$ cat src/rtl/hex_scroller_if.sv
// hex_scroller_if
//   Groups the switch/button inputs and the display outputs of hex_scroller
//   into one bundle. Clock and reset are kept outside as plain ports.
//
//   Signals:
//     SW    [2:0]            character code to load
//     load                   write strobe, one write per cycle it is high
//     clear                  synchronous clear of buffer, offset and wr_ptr
//     pause                  1 = hold scroll position
//     dir                    0 = scroll left, 1 = scroll right
//     LEDR  [2:0]            registered copy of SW
//     tick                   one-cycle pulse at each prescaler terminal count
//     HEX   [7*NUM_DIGITS-1:0] active-low segments, digit 0 rightmost
//
//   Handshake: there is no valid/ready pair. load is a plain strobe that is
//   sampled on every rising clock edge; the design is always ready, so each
//   cycle with load = 1 (and clear = 0) performs exactly one write.
//
//   Modports: master = board/test side (drives controls), slave = hex_scroller.

interface hex_scroller_if #(
    parameter int NUM_DIGITS = 6
);
    logic [2:0]              SW;
    logic                    load;
    logic                    clear;
    logic                    pause;
    logic                    dir;
    logic [2:0]              LEDR;
    logic                    tick;
    logic [7*NUM_DIGITS-1:0] HEX;

    modport master (
        output SW, load, clear, pause, dir,
        input  LEDR, tick, HEX
    );

    modport slave (
        input  SW, load, clear, pause, dir,
        output LEDR, tick, HEX
    );
endinterface

$ cat src/rtl/hex_scroller.sv
// hex_scroller
//   Circular message buffer of 3-bit character codes, shown as a NUM_DIGITS
//   wide window on active-low seven-segment displays. The window scrolls left
//   or right once per prescaler tick unless paused; characters can be loaded
//   at run time from the switches, and the buffer can be cleared.
//
//   Ports:
//     CLOCK_50  in   system clock, rising edge
//     Resetn    in   asynchronous active-low reset
//     bus       slave modport of hex_scroller_if (SW, load, clear, pause,
//               dir in; LEDR, tick, HEX out)
//
//   Parameters:
//     NUM_DIGITS  digits driven (1..8)
//     MSG_LEN     buffer entries (NUM_DIGITS..32)
//     TICK_DIV    clock cycles per scroll tick (>= 2)
//
//   Optional feature macro: PAUSE_BLINK_EN
//     When defined, the display blinks (blank / window, toggling on each
//     tick) while pause is held.

module hex_scroller #(
    parameter int NUM_DIGITS = 6,
    parameter int MSG_LEN    = 8,
    parameter int TICK_DIV   = 25000000
) (
    input  logic          CLOCK_50,
    input  logic          Resetn,
    hex_scroller_if.slave bus
);

    localparam int PW = (MSG_LEN > 1) ? $clog2(MSG_LEN) : 1;
    localparam int CW = $clog2(TICK_DIV);

    localparam logic [2:0]    CODE_BLANK = 3'd4;
    localparam logic [PW-1:0] LAST_SLOT  = PW'(MSG_LEN - 1);
    localparam logic [CW-1:0] LAST_COUNT = CW'(TICK_DIV - 1);
    localparam logic [PW:0]   LEN_WIDE   = (PW+1)'(MSG_LEN);

    logic [CW-1:0]           count;
    logic                    tick_w;
    logic [PW-1:0]           offset;
    logic [PW-1:0]           wr_ptr;
    logic [2:0]              buffer [MSG_LEN];
    logic [PW:0]             slot;
    logic [7*NUM_DIGITS-1:0] window;
    logic [7*NUM_DIGITS-1:0] hex_next;
    logic [7*NUM_DIGITS-1:0] hex_q;
    logic [2:0]              ledr_q;

    // Power-on message "HELLO" followed by blanks.
    function automatic logic [2:0] reset_code(input int idx);
        case (idx)
            0:       reset_code = 3'd0;
            1:       reset_code = 3'd1;
            2:       reset_code = 3'd2;
            3:       reset_code = 3'd2;
            4:       reset_code = 3'd3;
            default: reset_code = CODE_BLANK;
        endcase
    endfunction

    // Active-low segments {g,f,e,d,c,b,a}.
    function automatic logic [6:0] glyph(input logic [2:0] code);
        case (code)
            3'd0:    glyph = 7'b0001001; // H
            3'd1:    glyph = 7'b0000110; // E
            3'd2:    glyph = 7'b1000111; // L
            3'd3:    glyph = 7'b1000000; // O
            default: glyph = 7'b1111111; // blank
        endcase
    endfunction

    // Prescaler: free-running, only reset clears it (pause and clear do not).
    assign tick_w = (count == LAST_COUNT);

    always_ff @(posedge CLOCK_50 or negedge Resetn) begin
        if (!Resetn) begin
            count <= '0;
        end else if (tick_w) begin
            count <= '0;
        end else begin
            count <= count + 1'b1;
        end
    end

    // Offset and write pointer. Clear wins over both load and scroll;
    // otherwise a load and a scroll step in the same cycle both apply.
    always_ff @(posedge CLOCK_50 or negedge Resetn) begin
        if (!Resetn) begin
            offset <= '0;
            wr_ptr <= '0;
        end else if (bus.clear) begin
            offset <= '0;
            wr_ptr <= '0;
        end else begin
            if (bus.load) begin
                wr_ptr <= (wr_ptr == LAST_SLOT) ? '0 : wr_ptr + 1'b1;
            end
            if (tick_w && !bus.pause) begin
                if (bus.dir) begin
                    offset <= (offset == '0) ? LAST_SLOT : offset - 1'b1;
                end else begin
                    offset <= (offset == LAST_SLOT) ? '0 : offset + 1'b1;
                end
            end
        end
    end

    always_ff @(posedge CLOCK_50 or negedge Resetn) begin
        if (!Resetn) begin
            for (int i = 0; i < MSG_LEN; i++) begin
                buffer[i] <= reset_code(i);
            end
        end else if (bus.clear) begin
            for (int i = 0; i < MSG_LEN; i++) begin
                buffer[i] <= CODE_BLANK;
            end
        end else if (bus.load) begin
            buffer[wr_ptr] <= bus.SW;
        end
    end

    // Window: leftmost digit (NUM_DIGITS-1) shows buffer[offset]. The sum
    // offset + (NUM_DIGITS-1-k) is below 2*MSG_LEN, so one conditional
    // subtract is enough for the modulo.
    always_comb begin
        window = '1;
        slot   = '0;
        for (int k = 0; k < NUM_DIGITS; k++) begin
            slot = {1'b0, offset} + (PW+1)'(NUM_DIGITS - 1 - k);
            if (slot >= LEN_WIDE) begin
                slot = slot - LEN_WIDE;
            end
            window[7*k +: 7] = glyph(buffer[slot[PW-1:0]]);
        end
    end

`ifdef PAUSE_BLINK_EN
    logic blink;

    always_ff @(posedge CLOCK_50 or negedge Resetn) begin
        if (!Resetn) begin
            blink <= 1'b0;
        end else if (!bus.pause) begin
            blink <= 1'b0;
        end else if (tick_w) begin
            blink <= ~blink;
        end
    end

    assign hex_next = blink ? '1 : window;
`else
    assign hex_next = window;
`endif

    always_ff @(posedge CLOCK_50 or negedge Resetn) begin
        if (!Resetn) begin
            hex_q  <= '1;
            ledr_q <= '0;
        end else begin
            hex_q  <= hex_next;
            ledr_q <= bus.SW;
        end
    end

    assign bus.HEX  = hex_q;
    assign bus.LEDR = ledr_q;
    assign bus.tick = tick_w;

endmodule
$ cat src/flat_wrapper.sv
// flat-port wrapper written by rule: the top's interface ports become plain ports
module hex_scroller_flat 
#(
    parameter int NUM_DIGITS = 6,
    parameter int MSG_LEN    = 8,
    parameter int TICK_DIV   = 25000000
)
  (CLOCK_50, Resetn, bus_SW, bus_load, bus_clear, bus_pause, bus_dir, bus_LEDR, bus_tick, bus_HEX);
  hex_scroller_if #(.NUM_DIGITS(NUM_DIGITS)) bus_i ();
  input  logic CLOCK_50;
  input  logic Resetn;
  input wire logic [$bits(bus_i.SW)-1:0] bus_SW;
  input wire logic [$bits(bus_i.load)-1:0] bus_load;
  input wire logic [$bits(bus_i.clear)-1:0] bus_clear;
  input wire logic [$bits(bus_i.pause)-1:0] bus_pause;
  input wire logic [$bits(bus_i.dir)-1:0] bus_dir;
  output wire logic [$bits(bus_i.LEDR)-1:0] bus_LEDR;
  output wire logic [$bits(bus_i.tick)-1:0] bus_tick;
  output wire logic [$bits(bus_i.HEX)-1:0] bus_HEX;
  assign bus_i.SW = bus_SW;
  assign bus_i.load = bus_load;
  assign bus_i.clear = bus_clear;
  assign bus_i.pause = bus_pause;
  assign bus_i.dir = bus_dir;
  assign bus_LEDR = bus_i.LEDR;
  assign bus_tick = bus_i.tick;
  assign bus_HEX = bus_i.HEX;
  hex_scroller #(.NUM_DIGITS(NUM_DIGITS), .MSG_LEN(MSG_LEN), .TICK_DIV(TICK_DIV)) u_core (.CLOCK_50(CLOCK_50), .Resetn(Resetn), .bus(bus_i));
endmodule
$ cat config.mk
export PLATFORM = sky130hd
export DESIGN_NAME = hex_scroller_flat
export DESIGN_NICKNAME = d
export VERILOG_FILES = /design/src/rtl/hex_scroller_if.sv /design/src/rtl/hex_scroller.sv /design/src/flat_wrapper.sv
export SDC_FILE = /design/constraint.sdc
export NUM_CORES = 1
export LEC_CHECK = 0
export ABC_AREA = 1
export BUFFER_PORTS_ARGS = -buffer_cell sky130_fd_sc_hd__buf_4
export CAP_MARGIN = 10
export CORE_MARGIN = 5
export CORE_UTILIZATION = 28
export CTS_BUF_LIST = sky130_fd_sc_hd__clkbuf_4 sky130_fd_sc_hd__clkbuf_8
export DETAILED_ROUTE_END_ITERATION = 6
export PLACE_DENSITY = 0.54
export SLEW_MARGIN = 5
export SYNTH_ARGS = -nofsm -noshare
export SYNTH_HDL_FRONTEND = slang
export SYNTH_SLANG_ARGS = --single-unit
$ cat constraint.sdc
create_clock -name CLOCK_50 -period 2.1 [get_ports CLOCK_50]
set_input_delay 0.105 -clock CLOCK_50 [delete_from_list [all_inputs] [get_ports CLOCK_50]]
set_output_delay 0.105 -clock CLOCK_50 [all_outputs]
set_load 0.1 [all_outputs]
==> impl_metrics.py, run 1 <==
metrics = {
    "synthesis": {
        "synth_top_cell_by_area": "dfrtp_1",
        "synth-seq-cells": 88,
        "synthMostInstantiatedCell": "nand2_1",
        "postSynthCellCount": 669,
        "synth_common_cells": "243 x nand2_1, 74 x nand3_1, 68 x nor2_1",
        "synthFlopType": "dfrtp_1",
        "async_flop_share_pct": 100,
        "yosys_warnings": 0,
        "syn_avg_cell_area_um2": 7.45,
        "synth_nets": 686,
        "synth.distinct_cells": 34,
        "synth-edff-count": 0,
        "ys_seq_area_share_pct": 45.1,
        "synth_top_cell_area_share_pct": 25.1,
        "synthTopCellsByArea": "dfrtp_1 25%, dfstp_2 20%, nand2_1 18%, nand3_1 7.4%, nor2_1 5.1%",
        "syn-cell-area_mm2": 0.00498,
    },
    "critical_path": {
        "startpoint": "u_core.count[2]",
        "arrival_ps": 1860,
        "cp_max_fo": 4,
        "worstSetupStartpointType": "flop",
        "rr_startpoint": "u_core.offset[0]",
        "endpoint_kind": "output pin",
        "crit_type": "flop to output pin",
        "crit_required_ps": 2000,
        "ff2ff_setup_slack_ps": 340,
    },
    "placement": {
        "dp.final_hpwl_um": 9550,
        "portBuffers": 54,
        "dp.cells": 933,
        "gp_congestion": 0.981,
    },
    "detailed_routing": {
        "ant_nets": 0,
        "vias": 4338,
        "post_drt_wl_per_cell_um": 13.1,
        "first_iter_violations": 334,
        "drc": 0,
        "vias_per_cell": 4.55,
        "drt_pass1_iterations": 4,
        "wl_um": 12500,
    },
    "sta": {
        "final_max_slew_viol_count": 0,
        "setup_tns_ps": 0,
        "rsz0062_at_grt": "false",
        "slew_headroom_pct": 67.4,
        "worst_pin_slew_ps": 487,
        "clock.fmax_mhz": 508,
        "finalCritPeriodShare_pct": 93.7,
        "hold_viol_final": 0,
        "finClkSkew_ps": 9.25,
        "finalSetupViolCount": 0,
        "final_period_minus_worst_setup_slack_ps": 1970,
    },
    "global_route": {
        "grt_pass1_vias": 4139,
        "grt_pass1_wl_um": 21000,
        "overflow": 0,
        "grt_max_degree": 59,
        "antenna_found_initial": 0,
        "grt_util_all_layers_pct": 12.9,
    },
    "clocking": {
        "clockBufferDepth": 2,
        "numClockSinks": 88,
        "cts_root_buffer": "clkbuf_8",
        "cts_buffers": 9,
        "cts.repair.resized": 0,
        "ctsHoldBuffers": 4,
        "clock_latency_ps": 380,
        "tritoncts": "built",
        "post-cts-setup-buffer-count": 0,
        "cts.clk_slew.worst_paths_ps": 90,
        "cts_max_level": 3,
    },
    "die": {
        "die_area_mm2": 0.0206,
        "rows": 48,
        "start_util_pct": 28.7,
        "die_w_um": 143,
        "io_pins": 55,
        "core_area_mm2": 0.0174,
        "fp.dieH_um": 143,
    },
    "power": {
        "p_sw_share_pct": 32.4,
        "p_int_mw": 2.59,
        "power_density_mw_per_mm2": 655,
        "p_leak_nw": 2.68,
        "p_seq_share_pct": 47.3,
        "combPwrFrac_pct": 17.7,
        "clockPowerShare_pct": 35.0,
        "finalPower_mw": 3.83,
        "p_sw_mw": 1.24,
        "vdd_drop_max_uv": 306,
    },
    "min_path": {
        "min_from": "bus_load",
        "hold_path.class": "input pin to flop",
    },
    "run_status": {
        "status": "complete, no violations",
    },
    "final_layout": {
        "nets": 740,
        "antennaDiodeCount": 0,
        "fin_cells": 953,
        "layout-drive-gt1-share_pct": 20.6,
        "synthToLayoutAreaGrowth_pct": 17.3,
        "n_fill_cell": 1846,
    },
    "job": {
        "maxCapViolations": 0,
    },
}
[cell usage in the layout (no fill, tap or decap), types with 3 or more instances in the layout]
master	synthesis	final
clkbuf_8	0	9
nor2_2	4	5
o21ai_0	25	25
buf_4	13	65
nor2_4	3	3
nand3_1	74	74
o21ai_2	5	5
nand2_1	243	243
dlygate4sd3_1	0	4
dfstp_2	38	38
xnor2_1	5	5
nor2_1	68	67
ha_1	8	8
dfrtp_1	50	50
o21ai_1	7	7
inv_1	50	50
inv_2	3	3
inv_6	0	3
nand4_1	14	14
xor2_1	10	10
nand2_2	9	9
nor3_1	4	4
a21oi_1	9	9
[registers in the layout (all words and copies together), names as in the netlist]
register and flops:
u_core.buffer 24, u_core.bus.HEX 30, u_core.bus.LEDR 3, u_core.count 25
u_core.offset 3, u_core.wr_ptr 3
[stage by stage]
stage                     utilization (%)  setup slack (ps)  cell area (um^2)  hold WS, ps
final                                33.7               132              5850         48.4
after global routing                 33.7              28.3              5850         59.5
after CTS                            33.7               107              5850         28.9
after detailed placement             32.2               355              5580         79.2
after global placement               32.2               355              5580         79.0
after floorplan                         -               256              4990         -191
[cells by family (layout without fill, tap and decap cells)]
family / count (synthesis) / count (layout) / share of synthesized area [%]
buffers and inverters: 82 / 141 / 8.06
DFF: 88 / 88 / 45.1
AOI/OAI and AO/OA: 50 / 50 / 5.52
adders and majority gates: 8 / 8 / 2.01
and+or+nand+nor: 425 / 425 / 36.3
xor gates and xnor gates: 16 / 16 / 2.96
[layer usage]
metal | vias to the layer above | track usage (%) | part of all wire (%)
met5 | - | 0 | 0
met2 | 104 | 18.5 | 43
li1 | 2234 | - | -
met3 | 22 | 2.26 | 4.4
met4 | 0 | 6.00 | 2.6
met1 | 1978 | 18.7 | 50
[final timing paths]
kind	end	depth (start not counted)
min reg2reg	u_core.count[0]	1
max	bus_tick	6
min in group asynchronous	u_core.bus.LEDR[0]	2
max reg2reg	u_core.bus.HEX[16]	8
max in group asynchronous	u_core.bus.HEX[6]	3
min	u_core.wr_ptr[1]	3
[final cells by class]
cell class                      count  area (um^2)  share of cell area (%)
Clock buffer                        9          124                    2.12
Clock inverter                      7          100                    1.71
Inverter                           55          206                    3.53
Multi-Input combinational cell    499         2340                    40.0
Sequential cell                    88         2250                    38.5
Tap cell                          225          282                    4.82
Timing Repair Buffer               70          548                    9.38
[worst max-delay path, cell delays in order, from the launching register on]
cell,delay [ps]
dfrtp_1,440
nand2_2,110
nor2_1,150
nand2_1,130
or2_1,270
nor2_2,110
buf_4,290
[power by group through the flow]
| stage | registers [mW] | logic (mW) | clock network (mW) |
|---|---|---|---|
| after floorplan | 2.09 | 0.283 | 0 |
| final | 1.81 | 0.678 | 1.34 |
| after CTS | 1.81 | 0.687 | 1.40 |
| after detailed placement | 1.84 | 0.680 | 0 |
| after global placement | 1.84 | 0.678 | 0 |
| after global routing | 1.82 | 0.720 | 1.45 |
Note: power is estimated with default switching activity, not from simulation.
==> run 2, diff against run 1 <==
--- a/config.mk
+++ b/config.mk
@@ -8,11 +8,12 @@
 export ABC_AREA = 1
 export BUFFER_PORTS_ARGS = -buffer_cell sky130_fd_sc_hd__buf_4
 export CAP_MARGIN = 10
+export CORE_ASPECT_RATIO = 2
 export CORE_MARGIN = 5
 export CORE_UTILIZATION = 28
 export CTS_BUF_LIST = sky130_fd_sc_hd__clkbuf_4 sky130_fd_sc_hd__clkbuf_8
 export DETAILED_ROUTE_END_ITERATION = 6
-export PLACE_DENSITY = 0.54
+export PLACE_DENSITY = 0.56
 export SLEW_MARGIN = 5
 export SYNTH_ARGS = -nofsm -noshare
 export SYNTH_HDL_FRONTEND = slang
==> constraint.sdc (replaced) <==
create_clock -name CLOCK_50 -period 1.8 [get_ports CLOCK_50]
set_input_delay 0.09 -clock CLOCK_50 [delete_from_list [all_inputs] [get_ports CLOCK_50]]
set_output_delay 0.09 -clock CLOCK_50 [all_outputs]
set_load 0.1 [all_outputs]
==> impl_metrics.py, run 2 (same netlist as run 1, synthesis figures left out) <==
metrics = {
    "die": {
        "fp.dieH_um": 199,
        "die_area_mm2": 0.0207,
        "io_pins": 55,
        "start_util_pct": 28.3,
        "core_area_mm2": 0.0176,
        "die_w_um": 104,
        "rows": 69,
    },
    "critical_path": {
        "reg2reg_to": "u_core.bus.HEX[3]",
        "crit_required_ps": 1710,
        "arrival_ps": 1620,
        "worstSetupStartpointType": "flop",
        "endpoint_kind": "output pin",
        "ff2ff_setup_slack_ps": 140,
        "crit_type": "flop to output pin",
        "reg2reg_depth": 8,
        "cp_max_fo": 4,
        "rr_startpoint": "u_core.offset[1]",
    },
    "global_route": {
        "antenna_found_initial": 0,
        "grt_pass1_wl_um": 20800,
        "overflow": 0,
        "grt_util_all_layers_pct": 12.2,
        "grt_max_degree": 45,
        "grt_pass1_vias": 4345,
    },
    "clocking": {
        "cts_max_level": 3,
        "numClockSinks": 88,
        "clockBufferDepth": 2,
        "cts.clk_slew.worst_paths_ps": 100,
        "tritoncts": "built",
        "cts_buffers": 9,
        "cts_root_buffer": "clkbuf_8",
        "clock_latency_ps": 380,
    },
    "final_layout": {
        "fin_cells": 961,
        "post-route-util_pct": 34.4,
        "largest_register_ffs": 30,
        "synthToLayoutAreaGrowth_pct": 21.7,
        "fin_area_mm2": 0.00607,
        "mostFrequentLayoutCells": "240 x nand2_1, 80 x buf_4, 73 x nand3_1",
        "nets": 760,
        "mostFrequentLayoutCell": "nand2_1",
        "antennaDiodeCount": 0,
        "layout-drive-gt1-share_pct": 24.7,
    },
    "min_path": {
        "holdPathEnd": "u_core.buffer[14]",
        "min_from": "bus_clear",
        "whs_path_depth": 3,
        "hold_path.class": "input pin to flop",
    },
    "detailed_routing": {
        "vias_per_cell": 4.67,
        "drc": 0,
        "wl_um": 12600,
        "vias": 4491,
        "post_drt_wl_per_cell_um": 13.1,
        "first_iter_violations": 212,
        "drt_pass1_iterations": 5,
        "ant_nets": 0,
    },
    "power": {
        "p_leak_nw": 2.77,
        "power_density_mw_per_mm2": 708,
        "vdd_drop_max_uv": 394,
        "finalPower_mw": 4.29,
    },
    "sta": {
        "final_max_slew_viol_count": 0,
        "rsz0062_at_grt": "false",
        "final_period_minus_worst_setup_slack_ps": 1710,
        "finalSetupViolCount": 0,
        "finalCritPeriodShare_pct": 95.2,
        "hold_viol_final": 0,
        "finClkSkew_ps": 15.0,
        "setup_tns_ps": 0,
        "clock.fmax_mhz": 583,
        "worst_pin_slew_ps": 568,
        "slew_headroom_pct": 62.2,
    },
    "placement": {
        "dp.cells": 923,
        "portBuffers": 54,
        "placed_area_mm2": 0.00560,
        "gp_congestion": 0.897,
        "dp.final_hpwl_um": 9500,
    },
    "run_status": {
        "status": "complete, no violations",
    },
    "job": {
        "maxCapViolations": 0,
    },
}
==> run 2: cell types whose count changed in the layout (fill, tap and decap cells not counted), moves of 3 or more <==
cell,change
buf_4,+15
clkinvlp_4,+3
ha_1,-4
inv_6,-3
nand2_1,-3
==> run 2: layout make-up <==
class	instances	area, um^2
clock buffer	11	139
multi-input combinational	499	2410
inverter	55	210
tap	213	267
timing repair buffer	89	723
sequential	88	2250
clock inverter	5	58.8
fill	1873	11500
timing repair inverter	1	5.00
==> run 2: repair_timing <==
| item | 4_1_cts | 5_1_grt |
|---|---|---|
| setup endpoints to repair | 1 | 12 |
| resized for setup | 5 | 19 |
| cloned | 0 | 1 |
| pin swaps | 0 | 3 |
| endpoints found under the hold margin | 15 | 0 |
| hold buffers | 4 | 0 |
| setup buffers | 6 | 11 |
==> run 2: routing by layer <==
layer  global-route usage (%)  vias to the layer above  wire, um
met4                     4.76                        0       346
li1                         -                     2265         -
met2                     19.7                      105      5860
met3                     2.57                       28       598
met1                     16.0                     2093      5760
met5                        0                        -         0
==> run 2: worst max-delay path by stage <==
stage	start	end	slack, ps	depth (start not counted)
CTS	u_core.count[1]	bus_tick	10	5
floorplan	u_core.offset[0]	u_core.bus.HEX[30]	50	10
finish	u_core.count[10]	bus_tick	90	6
global placement	u_core.offset[1]	u_core.bus.HEX[3]	180	8
detailed placement	u_core.offset[1]	u_core.bus.HEX[3]	100	9
global route	u_core.count[19]	bus_tick	1	5
==> run 2: per-stage QoR <==
step / worst slack (ps) / hold slack [ps]
after CTS: 10.3 / 23.6
after global placement: 182 / 119
after detailed placement: 100 / 137
after floorplan: 52.0 / -206
final: 85.5 / 29.9
after global routing: 1.24 / 40.2
==> run 2: critical path, cell delays in order (launching register included) <==
cell and delay (ps):
dfrtp_1 420, nor2_1 160, nand3_1 100, nor2_1 120
nand3_2 110, nor2_4 150, buf_12 180
==> run 2: report_power, final <==
group,internal (mW),switching (mW)
clock network,0.672,0.716
logic,0.153,0.639
registers,2.07,0.0435
